## src/rtl/usrt_pkg.sv

```systemverilog
// Shared USRT definitions: parity encodings, tx FSM states, divisor width and
// standard baud divisors. Also imported by the status register.
package usrt_pkg;

  localparam int BAUD_W = 14;

  localparam logic [1:0] PAR_NONE = 2'b00;
  localparam logic [1:0] PAR_EVEN = 2'b01;
  localparam logic [1:0] PAR_ODD  = 2'b10;

  typedef enum logic [2:0] {
    ST_IDLE,
    ST_START,
    ST_DATA,
    ST_PARITY,
    ST_STOP
  } tx_state_e;

  // Bit-period divisors for the supported line rates
  localparam logic [BAUD_W-1:0] DIV_1200   = 14'd8333;
  localparam logic [BAUD_W-1:0] DIV_2400   = 14'd4166;
  localparam logic [BAUD_W-1:0] DIV_4800   = 14'd2083;
  localparam logic [BAUD_W-1:0] DIV_9600   = 14'd1041;
  localparam logic [BAUD_W-1:0] DIV_19200  = 14'd520;
  localparam logic [BAUD_W-1:0] DIV_38400  = 14'd260;
  localparam logic [BAUD_W-1:0] DIV_57600  = 14'd173;
  localparam logic [BAUD_W-1:0] DIV_115200 = 14'd87;

  function automatic logic par_enabled(input logic [1:0] mode);
    return (mode == PAR_EVEN) || (mode == PAR_ODD);
  endfunction

  function automatic logic par_bit(input logic [7:0] data, input logic [1:0] mode);
    return (mode == PAR_ODD) ? ~^data : ^data;
  endfunction

  // A one-cycle bit period would collapse the timer, so two is the floor
  function automatic logic [BAUD_W-1:0] clamp_baud(input logic [BAUD_W-1:0] baud);
    return (baud < BAUD_W'(2)) ? BAUD_W'(2) : baud;
  endfunction

endpackage

```

## src/rtl/usrt_tx_if.sv

```systemverilog
// Request/line bundle between the Tx data register and the transmitter.
interface usrt_tx_if;
  import usrt_pkg::*;

  logic                i_Start;
  logic [7:0]          i_Data;
  logic [1:0]          i_Parity;
  logic [BAUD_W-1:0]   i_Baud;
  logic                o_Tx;
  logic                o_Busy;
  logic                o_Done;

  modport master (output i_Start, i_Data, i_Parity, i_Baud,
                  input  o_Tx, o_Busy, o_Done);
  modport slave  (input  i_Start, i_Data, i_Parity, i_Baud,
                  output o_Tx, o_Busy, o_Done);
endinterface

```

## src/rtl/usrt_bit_timer.sv

```systemverilog
// Loadable bit-period counter: strikes on the last cycle of each bit period.
// Shared between transmitter and receiver.
module usrt_bit_timer #(
  parameter int BAUD_W = usrt_pkg::BAUD_W
) (
  input  logic              i_Clk,
  input  logic              i_Reset,
  input  logic              i_Restart,
  input  logic              i_En,
  input  logic [BAUD_W-1:0] i_Div,
  output logic              o_Strike
);

  logic [BAUD_W-1:0] r_Div;
  logic [BAUD_W-1:0] r_Cnt;

  assign o_Strike = i_En && (r_Cnt == (r_Div - BAUD_W'(1)));

  always_ff @(posedge i_Clk) begin
    if (i_Reset) begin
      r_Div <= '0;
      r_Cnt <= '0;
    end else if (i_Restart) begin
      r_Div <= i_Div;
      r_Cnt <= '0;
    end else if (i_En) begin
      r_Cnt <= o_Strike ? '0 : r_Cnt + BAUD_W'(1);
    end
  end

endmodule

```

## src/rtl/usrt_tx.sv

```systemverilog
// USRT transmitter: start bit, 8 data bits LSB first, optional parity, one stop
// bit. Divisor and parity mode are frozen at the accepted start.
module usrt_tx
  import usrt_pkg::*;
#(
  parameter int DATA_W = 8,
  parameter int BAUD_W = usrt_pkg::BAUD_W
) (
  input  logic       i_Pclk,
  input  logic       i_Reset,
  usrt_tx_if.slave   bus
);

  tx_state_e         r_State;
  logic [DATA_W-1:0] r_Shift;
  logic [2:0]        r_BitIdx;
  logic [1:0]        r_Par;
  logic              r_ParBit;
  logic              r_Tx;
  logic              r_Busy;
  logic              r_Done;
  logic              w_Accept;
  logic              w_Strike;

  assign w_Accept = (r_State == ST_IDLE) && bus.i_Start;

  usrt_bit_timer #(.BAUD_W(BAUD_W)) u_timer (
    .i_Clk     (i_Pclk),
    .i_Reset   (i_Reset),
    .i_Restart (w_Accept),
    .i_En      (r_Busy),
    .i_Div     (clamp_baud(bus.i_Baud)),
    .o_Strike  (w_Strike)
  );

  // r_Tx is loaded with the next bit on the strike edge so the line changes
  // exactly at bit boundaries with no combinational path to the pad.
  always_ff @(posedge i_Pclk) begin
    if (i_Reset) begin
      r_State  <= ST_IDLE;
      r_Shift  <= '0;
      r_BitIdx <= '0;
      r_Par    <= PAR_NONE;
      r_ParBit <= 1'b0;
      r_Tx     <= 1'b1;
      r_Busy   <= 1'b0;
      r_Done   <= 1'b0;
    end else begin
      r_Done <= 1'b0;
      unique case (r_State)
        ST_IDLE: begin
          if (bus.i_Start) begin
            r_Shift  <= bus.i_Data;
            r_Par    <= bus.i_Parity;
            r_ParBit <= par_bit(bus.i_Data, bus.i_Parity);
            r_BitIdx <= '0;
            r_Tx     <= 1'b0;
            r_Busy   <= 1'b1;
            r_State  <= ST_START;
          end
        end
        ST_START: begin
          if (w_Strike) begin
            r_Tx    <= r_Shift[0];
            r_State <= ST_DATA;
          end
        end
        ST_DATA: begin
          if (w_Strike) begin
            if (r_BitIdx == 3'(DATA_W - 1)) begin
              if (par_enabled(r_Par)) begin
                r_Tx    <= r_ParBit;
                r_State <= ST_PARITY;
              end else begin
                r_Tx    <= 1'b1;
                r_State <= ST_STOP;
              end
            end else begin
              r_Shift  <= {1'b0, r_Shift[DATA_W-1:1]};
              r_Tx     <= r_Shift[1];
              r_BitIdx <= r_BitIdx + 3'd1;
            end
          end
        end
        ST_PARITY: begin
          if (w_Strike) begin
            r_Tx    <= 1'b1;
            r_State <= ST_STOP;
          end
        end
        ST_STOP: begin
          if (w_Strike) begin
            r_Busy  <= 1'b0;
            r_Done  <= 1'b1;
            r_State <= ST_IDLE;
          end
        end
        default: r_State <= ST_IDLE;
      endcase
    end
  end

  assign bus.o_Tx   = r_Tx;
  assign bus.o_Busy = r_Busy;
  assign bus.o_Done = r_Done;

endmodule

```

## src/flat_wrapper.sv

```systemverilog
// flat-port wrapper written by rule: the top's interface ports become plain ports
module usrt_tx_flat import usrt_pkg::*;
#(
  parameter int DATA_W = 8,
  parameter int BAUD_W = usrt_pkg::BAUD_W
)
  (i_Pclk, i_Reset, bus_i_Start, bus_i_Data, bus_i_Parity, bus_i_Baud, bus_o_Tx, bus_o_Busy, bus_o_Done);
  usrt_tx_if bus_i ();
  input  logic i_Pclk;
  input  logic i_Reset;
  input wire logic [$bits(bus_i.i_Start)-1:0] bus_i_Start;
  input wire logic [$bits(bus_i.i_Data)-1:0] bus_i_Data;
  input wire logic [$bits(bus_i.i_Parity)-1:0] bus_i_Parity;
  input wire logic [$bits(bus_i.i_Baud)-1:0] bus_i_Baud;
  output wire logic [$bits(bus_i.o_Tx)-1:0] bus_o_Tx;
  output wire logic [$bits(bus_i.o_Busy)-1:0] bus_o_Busy;
  output wire logic [$bits(bus_i.o_Done)-1:0] bus_o_Done;
  assign bus_i.i_Start = bus_i_Start;
  assign bus_i.i_Data = bus_i_Data;
  assign bus_i.i_Parity = bus_i_Parity;
  assign bus_i.i_Baud = bus_i_Baud;
  assign bus_o_Tx = bus_i.o_Tx;
  assign bus_o_Busy = bus_i.o_Busy;
  assign bus_o_Done = bus_i.o_Done;
  usrt_tx #(.DATA_W(DATA_W), .BAUD_W(BAUD_W)) u_core (.i_Pclk(i_Pclk), .i_Reset(i_Reset), .bus(bus_i));
endmodule
```

## config.mk

```make
export PLATFORM = sky130hd
export DESIGN_NAME = usrt_tx_flat
export DESIGN_NICKNAME = d
export VERILOG_FILES = /design/src/rtl/usrt_pkg.sv /design/src/rtl/usrt_tx_if.sv /design/src/rtl/usrt_bit_timer.sv /design/src/rtl/usrt_tx.sv /design/src/flat_wrapper.sv
export SDC_FILE = /design/constraint.sdc
export NUM_CORES = 1
export LEC_CHECK = 0
export ABC_CLOCK_PERIOD_IN_PS = 4850
export CORE_MARGIN = 10
export CORE_UTILIZATION = 45
export DETAILED_ROUTE_END_ITERATION = 10
export GPL_TIMING_DRIVEN = 0
export MAX_ROUTING_LAYER = met4
export PLACE_DENSITY = 0.65
export RECOVER_POWER = 25
export SLEW_MARGIN = 20
export SYNTH_ARGS = -nofsm -noshare
export SYNTH_HDL_FRONTEND = slang
export SYNTH_HIERARCHICAL = 1
export SYNTH_SLANG_ARGS = --single-unit
```

## constraint.sdc

```tcl
create_clock -name i_Pclk -period 4.85 [get_ports i_Pclk]
set_input_delay 0.97 -clock i_Pclk [delete_from_list [all_inputs] [get_ports i_Pclk]]
set_output_delay 0.97 -clock i_Pclk [all_outputs]
set_load 0.05 [all_outputs]
```

==> metrics.txt <==
outcome completed; mux cell area share after synthesis approximately a tenth; flop-to-flop setup slack between 900 and 1000 ps; CTS root buf clkbuf_8; layout net count roughly 400; Hold Crit Class reg2reg; CTS Hold Buffers Added 0; GPL Wtd Cong ~0.84; CP delay by family, top simple AND/OR/NAND/NOR gates; largest net degree at the start of global routing 15; Slew HR between 15 and 20%; Post-Synth Adder-Cell Area about 1.8%; CP arrival roughly 4000 ps; post-synth top area share between 30% and 40%; post_cts resized 0; CTS tree yes; routed wl met3 slightly below 200 um; deepest clock path buffer count 2; Max-Cap Viols 0; Leak Pwr approximately 1.2 nW; Worst-path clk slew approximately 90 ps; Synth Area in Compound Gates between 10% and 20%; CP max stage delay 750 ps; first drt pass iteration count 4; Clock H-tree levels 2; Worst Path Required around 5000 ps; Sink Count between 40 and 50; initial core utilization 47.1%; Die Ht between 90 and 100 um; critical path type reg2reg; RSZ-0062 raised after global routing false; number of buffers created by CTS 5; post-synthesis simple-gate area fraction between 20 and 25%; Post-Synthesis Cells 324; Async S/R FF share, synth 0%; pwr/cell area roughly 260 mW/mm^2; Netlist cell types 60; Seq cells post-synth between 40 and 50; Post-route DRC 0; die width roughly 99 um; Fin. Hold Viols 0; WL met2 approximately 3100 um; Critical Path Start u_core/u_timer/r_Div[0]; synth warn 6; Synth Flop Type dfxtp_1; Worst Setup Start Kind register; Mapped Nets 355; period utilization roughly four fifths; initial antenna violation count 0; total negative setup slack 0 ps; Avg Inst Size Synth roughly 8.8 um^2; Worst path slowest cell nor4_2; XOR/XNOR share of the synthesized area 11.3%; Antenna diodes 0; critical path endpoint category register; Post-synth EDFFs 0; first-pass GRT wire length 10,900 um; drt wl/cell around 15 um; Area Growth Syn to Fin 15.8%; largest family of logic cells by synthesized area simple AND/OR/NAND/NOR gates; vias per inst approximately 5.4; Worst Tran Pin Value 1190 ps; initial drt markers 86; vias in the first global route 2,427; sequential area share after synthesis between 30% and 40%; Ports 30; Crit Path Max Fanout 10; Peak VDD IR roughly 0.00013 V; Synth area leader dfxtp_1; Tmin final roughly 3900 ps; Post-Route Skew around 9.2 ps; Slew Viols, Final 0; highest metal used met4; most common cell after layout, fill and taps aside nor2_1; reg2reg start u_core/u_timer/r_Div[0]; Worst path depth 12; synthesized area approximately 0.0028 mm^2; vias post-DR 2,338; Area contributors post-synth dfxtp_1 (34%), mux2i_1 (9.5%), nor2_1 (7.0%); share of cells above drive strength 1 approximately 8.9%; ANT nets after route 0; # rows 28; FF-to-FF path depth 12; worst hold slack between 400 and 500 ps; placed wire-length estimate slightly below 5000 um; post-CTS setup buffers 0; Cell Chain, Critical Path inv_1 -> ha_1 -> nor4b_1 -> a31oi_1 -> nor3_1 -> nand4_1 -> nor4_2 -> nand3b_2 -> a211oi_4 -> buf_6 -> nor2_1 -> a211oi_2; RR Endpoint u_core/r_Shift[1]; M1 WL approximately 3000 um; Die Area roughly 0.0099 mm^2; crit path capture u_core/r_Shift[1]; GR Util All Layers between 10% and 20%; grt ovf 0; Finish-stage setup viols 0; Core Area 0.00603 mm^2; input/output buffers 29; WP buf/inv 2; Fmax achieved 259 MHz; commonest non-fill, non-tap cells in the layout nor2_1 (53), dfxtp_1 (48), mux2i_1 (27); latest clock arrival within the worst-skew pair around 300 ps; Total Routed Length approximately 6400 um
power breakdown:
part           leakage [nW]  internal [mW]  switching [mW]
Sequential            0.392          0.412          0.0155
Combinational         0.748         0.0925          0.0936
Clock                0.0473          0.114           0.135
through the flow:
step	total power, mW	utilization [%]	instance area [um^2]	cells	setup slack (ps)
after CTS	0.879	55.0	3320	435	693
final	0.862	54.6	3290	435	985
after global routing	0.912	54.6	3290	435	703
after detailed placement	0.625	53.5	3220	428	732
after global placement	0.622	53.5	3220	428	611
after floorplan	0.568	-	2840	324	1430
kinds of logic (layout without fill, tap and decap cells):
| logic type | after synthesis | count (layout) |
|---|---|---|
| AO/OA/AOI/OAI | 47 | 47 |
| XOR/XNOR | 35 | 35 |
| adder cells (fa/ha/maj) | 4 | 4 |
| buffers and inverters | 35 | 71 |
| flip-flops | 48 | 48 |
| multiplexers | 28 | 28 |
| AND/OR/NAND/NOR | 127 | 127 |
routing by layer:
layer	GRT usage, %	vias up
met2	22.6	32
met1	15.3	1108
met3	3.04	6
li1	-	1192
met5	-	-
met4	4.41	0
cell type report:
cell class	count	area (um^2)
flip-flops and latches	48	961
plain buffers	30	151
multi-input cells	241	1680
well taps	75	93.8
clock buffers	6	82.6
repair buffers	29	290
inverters	5	18.8
fillers	586	2740
clock inverters	1	8.76
worst min path at each step:
stage	from	to	slack, ps	depth (start not counted)
global route	u_core/bus.o_Tx	u_core/bus.o_Tx	510	1
global placement	u_core/r_Shift[7]	u_core/r_Shift[7]	460	2
detailed placement	u_core/bus.o_Tx	u_core/bus.o_Tx	480	1
floorplan	u_core/r_Shift[7]	u_core/r_Shift[7]	450	2
CTS	u_core/r_Shift[7]	u_core/r_Shift[7]	500	2
finish	u_core/r_Shift[7]	u_core/r_Shift[7]	490	2
synth_stat cells (2+ instances only):
master,count
buf_2,4
nor3b_1,2
xnor2_1,22
nor2b_1,7
nand4_1,5
nor2_1,53
a211oi_1,6
inv_1,5
nor3_1,8
and2_0,2
o21ai_0,10
a21oi_1,6
dfxtp_1,48
a211oi_2,3
buf_4,3
or3_1,2
nand2b_1,7
xor2_1,12
and2_1,2
clkbuf_1,19
buf_6,3
nand3b_1,4
nand2_1,15
mux2i_1,27
nor4_1,6
nand3_1,6
ha_1,4
worst reg2reg max path: stages, from the launching register on:
cell and delay (ps):
dfxtp_1 370, inv_1 70, ha_1 280, nor4b_1 650
a31oi_1 100, nor3_1 170, nand4_1 220, nor4_2 750
nand3b_2 190, a211oi_4 540, buf_6 220, nor2_1 60
a211oi_2 180
flip-flops by register name, indices dropped and copies added (netlist names):
signal                flops
u_core/bus.o_Done         1
u_core/r_State            3
u_core/u_timer/r_Cnt     14
u_core/r_Par              2
u_core/bus.o_Busy         1
u_core/r_BitIdx           3
u_core/r_Shift            8
u_core/r_ParBit           1
u_core/bus.o_Tx           1
u_core/u_timer/r_Div     14
(Power assumes the default switching activity.)
